File: config.mk
export PLATFORM = sky130hd
export DESIGN_NAME = ghr_ckpt_unit
export DESIGN_NICKNAME = d
export VERILOG_FILES = /design/src/rtl/ghr_ckpt_unit.sv
export SDC_FILE = /design/constraint.sdc
export NUM_CORES = 1
export LEC_CHECK = 0
export ABC_AREA = 1
export BUFFER_PORTS_ARGS = -buffer_cell sky130_fd_sc_hd__buf_2
export CAP_MARGIN = 20
export CORE_UTILIZATION = 50
export DETAILED_ROUTE_END_ITERATION = 6
export PLACE_DENSITY = 0.78
export SLEW_MARGIN = 10
export SYNTH_ARGS = -nofsm -noshare
export SYNTH_HDL_FRONTEND = slang
export SYNTH_SLANG_ARGS = --single-unit
File: constraint.sdc
create_clock -name clk -period 2.13 [get_ports clk]
set_input_delay 0.426 -clock clk [delete_from_list [all_inputs] [get_ports clk]]
set_output_delay 0.426 -clock clk [all_outputs]
set_load 0.005 [all_outputs]
File: src/rtl/ghr_ckpt_unit.sv
// Speculative/architectural global-history register pair with an in-order
// checkpoint ring for misprediction recovery and full-flush repair.
module ghr_ckpt_unit #(
  parameter int unsigned GHR_WIDTH  = 8,
  parameter int unsigned CKPT_DEPTH = 8,
  parameter int unsigned TAG_W      = $clog2(CKPT_DEPTH)
) (
  input  logic                 clk,
  input  logic                 rst,
  input  logic                 pred_valid,
  input  logic                 pred_taken,
  output logic                 pred_ready,
  output logic [TAG_W-1:0]     pred_tag,
  input  logic                 commit_valid,
  input  logic                 commit_taken,
  input  logic                 recover_valid,
  input  logic [TAG_W-1:0]     recover_tag,
  input  logic                 recover_taken,
  input  logic                 flush,
  output logic [GHR_WIDTH-1:0] ghr_spec,
  output logic [GHR_WIDTH-1:0] ghr_arch,
  output logic [TAG_W:0]       ckpt_count
);

  localparam logic [TAG_W-1:0] TagOne  = TAG_W'(1);
  localparam logic [TAG_W:0]   CntOne  = (TAG_W + 1)'(1);
  localparam logic [TAG_W:0]   CntFull = (TAG_W + 1)'(CKPT_DEPTH);

  logic [GHR_WIDTH-1:0] ckpt_q [CKPT_DEPTH];
  logic [GHR_WIDTH-1:0] spec_q, spec_d;
  logic [GHR_WIDTH-1:0] arch_q, arch_d;
  logic [TAG_W-1:0]     head_q, head_d;
  logic [TAG_W-1:0]     tail_q, tail_d;
  logic [TAG_W:0]       count_q, count_d;
  logic [TAG_W-1:0]     recover_dist;
  logic                 do_pred;
  logic                 do_commit;

  assign pred_ready   = (count_q < CntFull) && !recover_valid && !flush;
  assign do_pred      = pred_valid && pred_ready;
  assign do_commit    = commit_valid && (count_q != '0);
  assign recover_dist = recover_tag - head_q;

  assign pred_tag   = tail_q;
  assign ghr_spec   = spec_q;
  assign ghr_arch   = arch_q;
  assign ckpt_count = count_q;

  always_comb begin
    spec_d  = spec_q;
    arch_d  = arch_q;
    head_d  = head_q;
    tail_d  = tail_q;
    count_d = count_q;

    if (do_commit) begin
      arch_d = {arch_q[GHR_WIDTH-2:0], commit_taken};
      head_d = head_q + TagOne;
    end

    if (flush) begin
      // Repair from the pre-commit architectural history of this cycle.
      spec_d  = arch_q;
      tail_d  = head_d;
      count_d = '0;
    end else if (recover_valid) begin
      spec_d  = {ckpt_q[recover_tag][GHR_WIDTH-2:0], recover_taken};
      tail_d  = recover_tag + TagOne;
      count_d = {1'b0, recover_dist} + CntOne;
      if (do_commit) count_d = count_d - CntOne;
    end else begin
      if (do_pred) begin
        spec_d  = {spec_q[GHR_WIDTH-2:0], pred_taken};
        tail_d  = tail_q + TagOne;
        count_d = count_q + CntOne;
      end
      if (do_commit) count_d = count_d - CntOne;
    end
  end

  always_ff @(posedge clk) begin
    if (rst) begin
      spec_q  <= '0;
      arch_q  <= '0;
      head_q  <= '0;
      tail_q  <= '0;
      count_q <= '0;
    end else begin
      spec_q  <= spec_d;
      arch_q  <= arch_d;
      head_q  <= head_d;
      tail_q  <= tail_d;
      count_q <= count_d;
    end
  end

  // Checkpoint contents need no reset; stale slots are never read legally.
  always_ff @(posedge clk) begin
    if (do_pred) ckpt_q[tail_q] <= spec_q;
  end

endmodule

==> qor.txt <==
run status: finished clean
setup repair after global routing missed its margin: false
crit path DAT: 2330 ps
register area share after synthesis: 56.6%
CTS Root Cell: clkbuf_8
share of cells above drive strength 1: 18.3%
vias in the first global route: 2998
actual slew at the worst max-slew pin: 452 ps
die width: 90.2 um
Mapped Cells: 435
fraction of the mapped netlist area in adder cells: 2.77%
simple-gate share of the synthesized area: 21.7%
Yosys cell types: 33
first-pass GRT wire length: 14.5 mm
largest net degree at the start of global routing: 30
final hold viol count: 0
initial antenna violation count: 0
WP buf/inv: 1
mux share of post-synthesis cell area: 0%
Pleak: 1.88 nW
Crit path largest cell delay: 520 ps
CP max-delay cell: fa_1
fmax: 0.493 GHz
Nets: 502
minimum clock period: 2030 ps
Routability Congestion: 0.849
setup bufs post-CTS: 0
DRC Markers: 0
area growth from synthesis to layout: 14.1%
CTS clk-pin slew, worst paths: 80 ps
post_cts resized: 0
Final Instance Area: 4430 um^2
CP Cell Sequence: ha_4 -> inv_2 -> fa_1 -> ha_1 -> nor2_2 -> nand3_1 -> nand2_1 -> nand3_1 -> a21oi_2
total power draw: 3.62 mW
Iter 0 DRT Violations: 217
Compound-Gate Fraction of Synth Area: 10.4%
Synth Flop Type: edfxtp_1
Avg Cell Area, Syn: 8.94 um^2
synthesized area: 3890 um^2
GRT overflow: 0
Post-DRT Antenna Nets: 0
VDD IR max: 491 uV
relative slew slack: 69.8%
Syn Nets: 455
Final period util: 95.1%
Core Box Area: 7370 um^2
CTS tree: built
row count: 31
Crit path top cell by count: nand3_1
crit path kind: reg2reg
die area: 8130 um^2
Clock Path Buffers: 2
drt pass-1 iters: 5
fin. max-slew vios: 0
CP Max Fanout: 3
endpoints failing setup: 0
H-tree level count: 3
Clock Latency Late Sink: 360 ps
Final HPWL DP: 5.79 mm
Ys Warns: 0
gr usage total: 23.2%
fillers: 653
Power Dens Cells: 815 nW/um^2
largest family of logic cells by synthesized area: simple AND/OR/NAND/NOR gates
Num CTS Buffers: 9
Antenna diodes: 0
Crit. End Element: flip-flop
Critical Path RT: 2430 ps
max_cap viols: 0
routed vias: 3105
Post-synth EDFFs: 56
Sink Count: 82
DRT Wirelength: 8.69 mm
Min-Delay Path Class: in2reg
Die H: 90.2 um
Hold Buf Count CTS: 0
flops & latches, synth: 82
post-synthesis xor/xnor area fraction: 0.901%
Port Buffers: 35
Starting Density: 52.8%
routed len/inst: 14.8 um
asr flop ratio synth: 0%
Setup Skew: 8.04 ps
Critical Path Start Type: flip-flop
placed cell areas: 4220 um^2
vias per cell: 5.30
largest delay contributor family on the critical path: adder cells
IO Count: 36
==> power breakdown <==
part / internal (mW) / switching, mW / total (mW)
Clock: 0.657 / 0.571 / 1.23
Combinational: 0.200 / 0.331 / 0.531
Sequential: 1.78 / 0.0809 / 1.86
==> synth_stat cells (all sizes together) (3+ instances only) <==
cell / n / area [um^2]
a21oi: 7 / 42.5
a31oi: 7 / 43.8
buf: 13 / 100
clkbuf: 3 / 11.3
dfxtp: 26 / 521
edfxtp: 56 / 1680
ha: 7 / 87.6
inv: 49 / 184
nand2: 96 / 373
nand3: 27 / 153
nand4: 3 / 18.8
nor2: 71 / 277
o21ai: 57 / 289
xor2: 3 / 26.3
==> final timing paths <==
| path | cells after the start | slack, ps | start | end |
|---|---|---|---|---|
| worst max-delay path | 9 | 100 | head_q[0] | ckpt_count[3] |
| worst min-delay path | 2 | 300 | rst | pred_tag[2] |
| worst max register to register | 9 | 100 | head_q[0] | ckpt_count[3] |
| worst min register to register | 2 | 520 | ghr_arch[2] | ghr_spec[2] |
==> layout by cell type, fill, tap and decap left out, types with 2 or more instances in the layout <==
cell type	count
xor2_1	3
clkbuf_8	9
nor3_1	2
inv_1	42
buf_4	17
inv_2	7
nor2_2	2
nand3_1	25
bufinv_16	2
a21oi_1	5
ha_1	6
nand2_1	91
edfxtp_1	56
nor2_1	68
nand2_2	5
buf_2	35
o21ai_0	52
clkinvlp_4	2
a21oi_2	2
dfxtp_1	26
o211ai_1	2
o21ai_1	4
a31oi_1	7
nand4_1	3
==> metrics by stage <==
step | setup WS (ps) | hold WS, ps | std cells | utilization [%] | setup TNS [ps]
final | 103 | 296 | 586 | 60.2 | 0
after global placement | -64.9 | 495 | 570 | 57.2 | -64.9
after floorplan | 0.0311 | 488 | 435 | - | 0
after detailed placement | -117 | 505 | 570 | 57.2 | -166
after CTS | 115 | 289 | 586 | 60.2 | 0
after global routing | 29.4 | 294 | 586 | 60.2 | 0
==> cell families after synthesis <==
| group | after synthesis |
|---|---|
| AOI/OAI and AO/OA | 75 |
| xor gates and xnor gates | 4 |
| buffers and inverters | 65 |
| DFF | 82 |
| adders and majority gates | 8 |
| and+or+nand+nor | 201 |
==> worst register-to-register path, cell delays in order (launching register included) <==
cell	delay [ps]
dfxtp_1	420
ha_4	150
inv_2	40
fa_1	520
ha_1	340
nor2_2	140
nand3_1	90
nand2_1	70
nand3_1	70
a21oi_2	120
==> state kept, by name (all words and copies together), names as in the netlist <==
| register | cells |
|---|---|
| pred_tag | 3 |
| ckpt_count | 4 |
| ghr_arch | 8 |
| ckpt_q | 56 |
| head_q | 3 |
| ghr_spec | 8 |
==> per-layer routing <==
layer | global-route usage, % | vias to the layer above | routed length [um]
met5 | 0 | - | 0
met4 | 10.2 | 0 | 231
met3 | 6.09 | 23 | 611
met2 | 36.7 | 109 | 4130
met1 | 30.0 | 1439 | 3710
li1 | - | 1534 | -
==> area by class of cell <==
cell class	count	area [um^2]	share of cell area, %
Clock buffer	9	124	2.79
Clock inverter	7	92.6	2.09
Inverter	49	184	4.15
Multi-Input combinational cell	288	1410	31.7
Sequential cell	82	2200	49.7
Tap cell	99	124	2.79
Timing Repair Buffer	52	303	6.83
(Power assumes the default switching activity.)
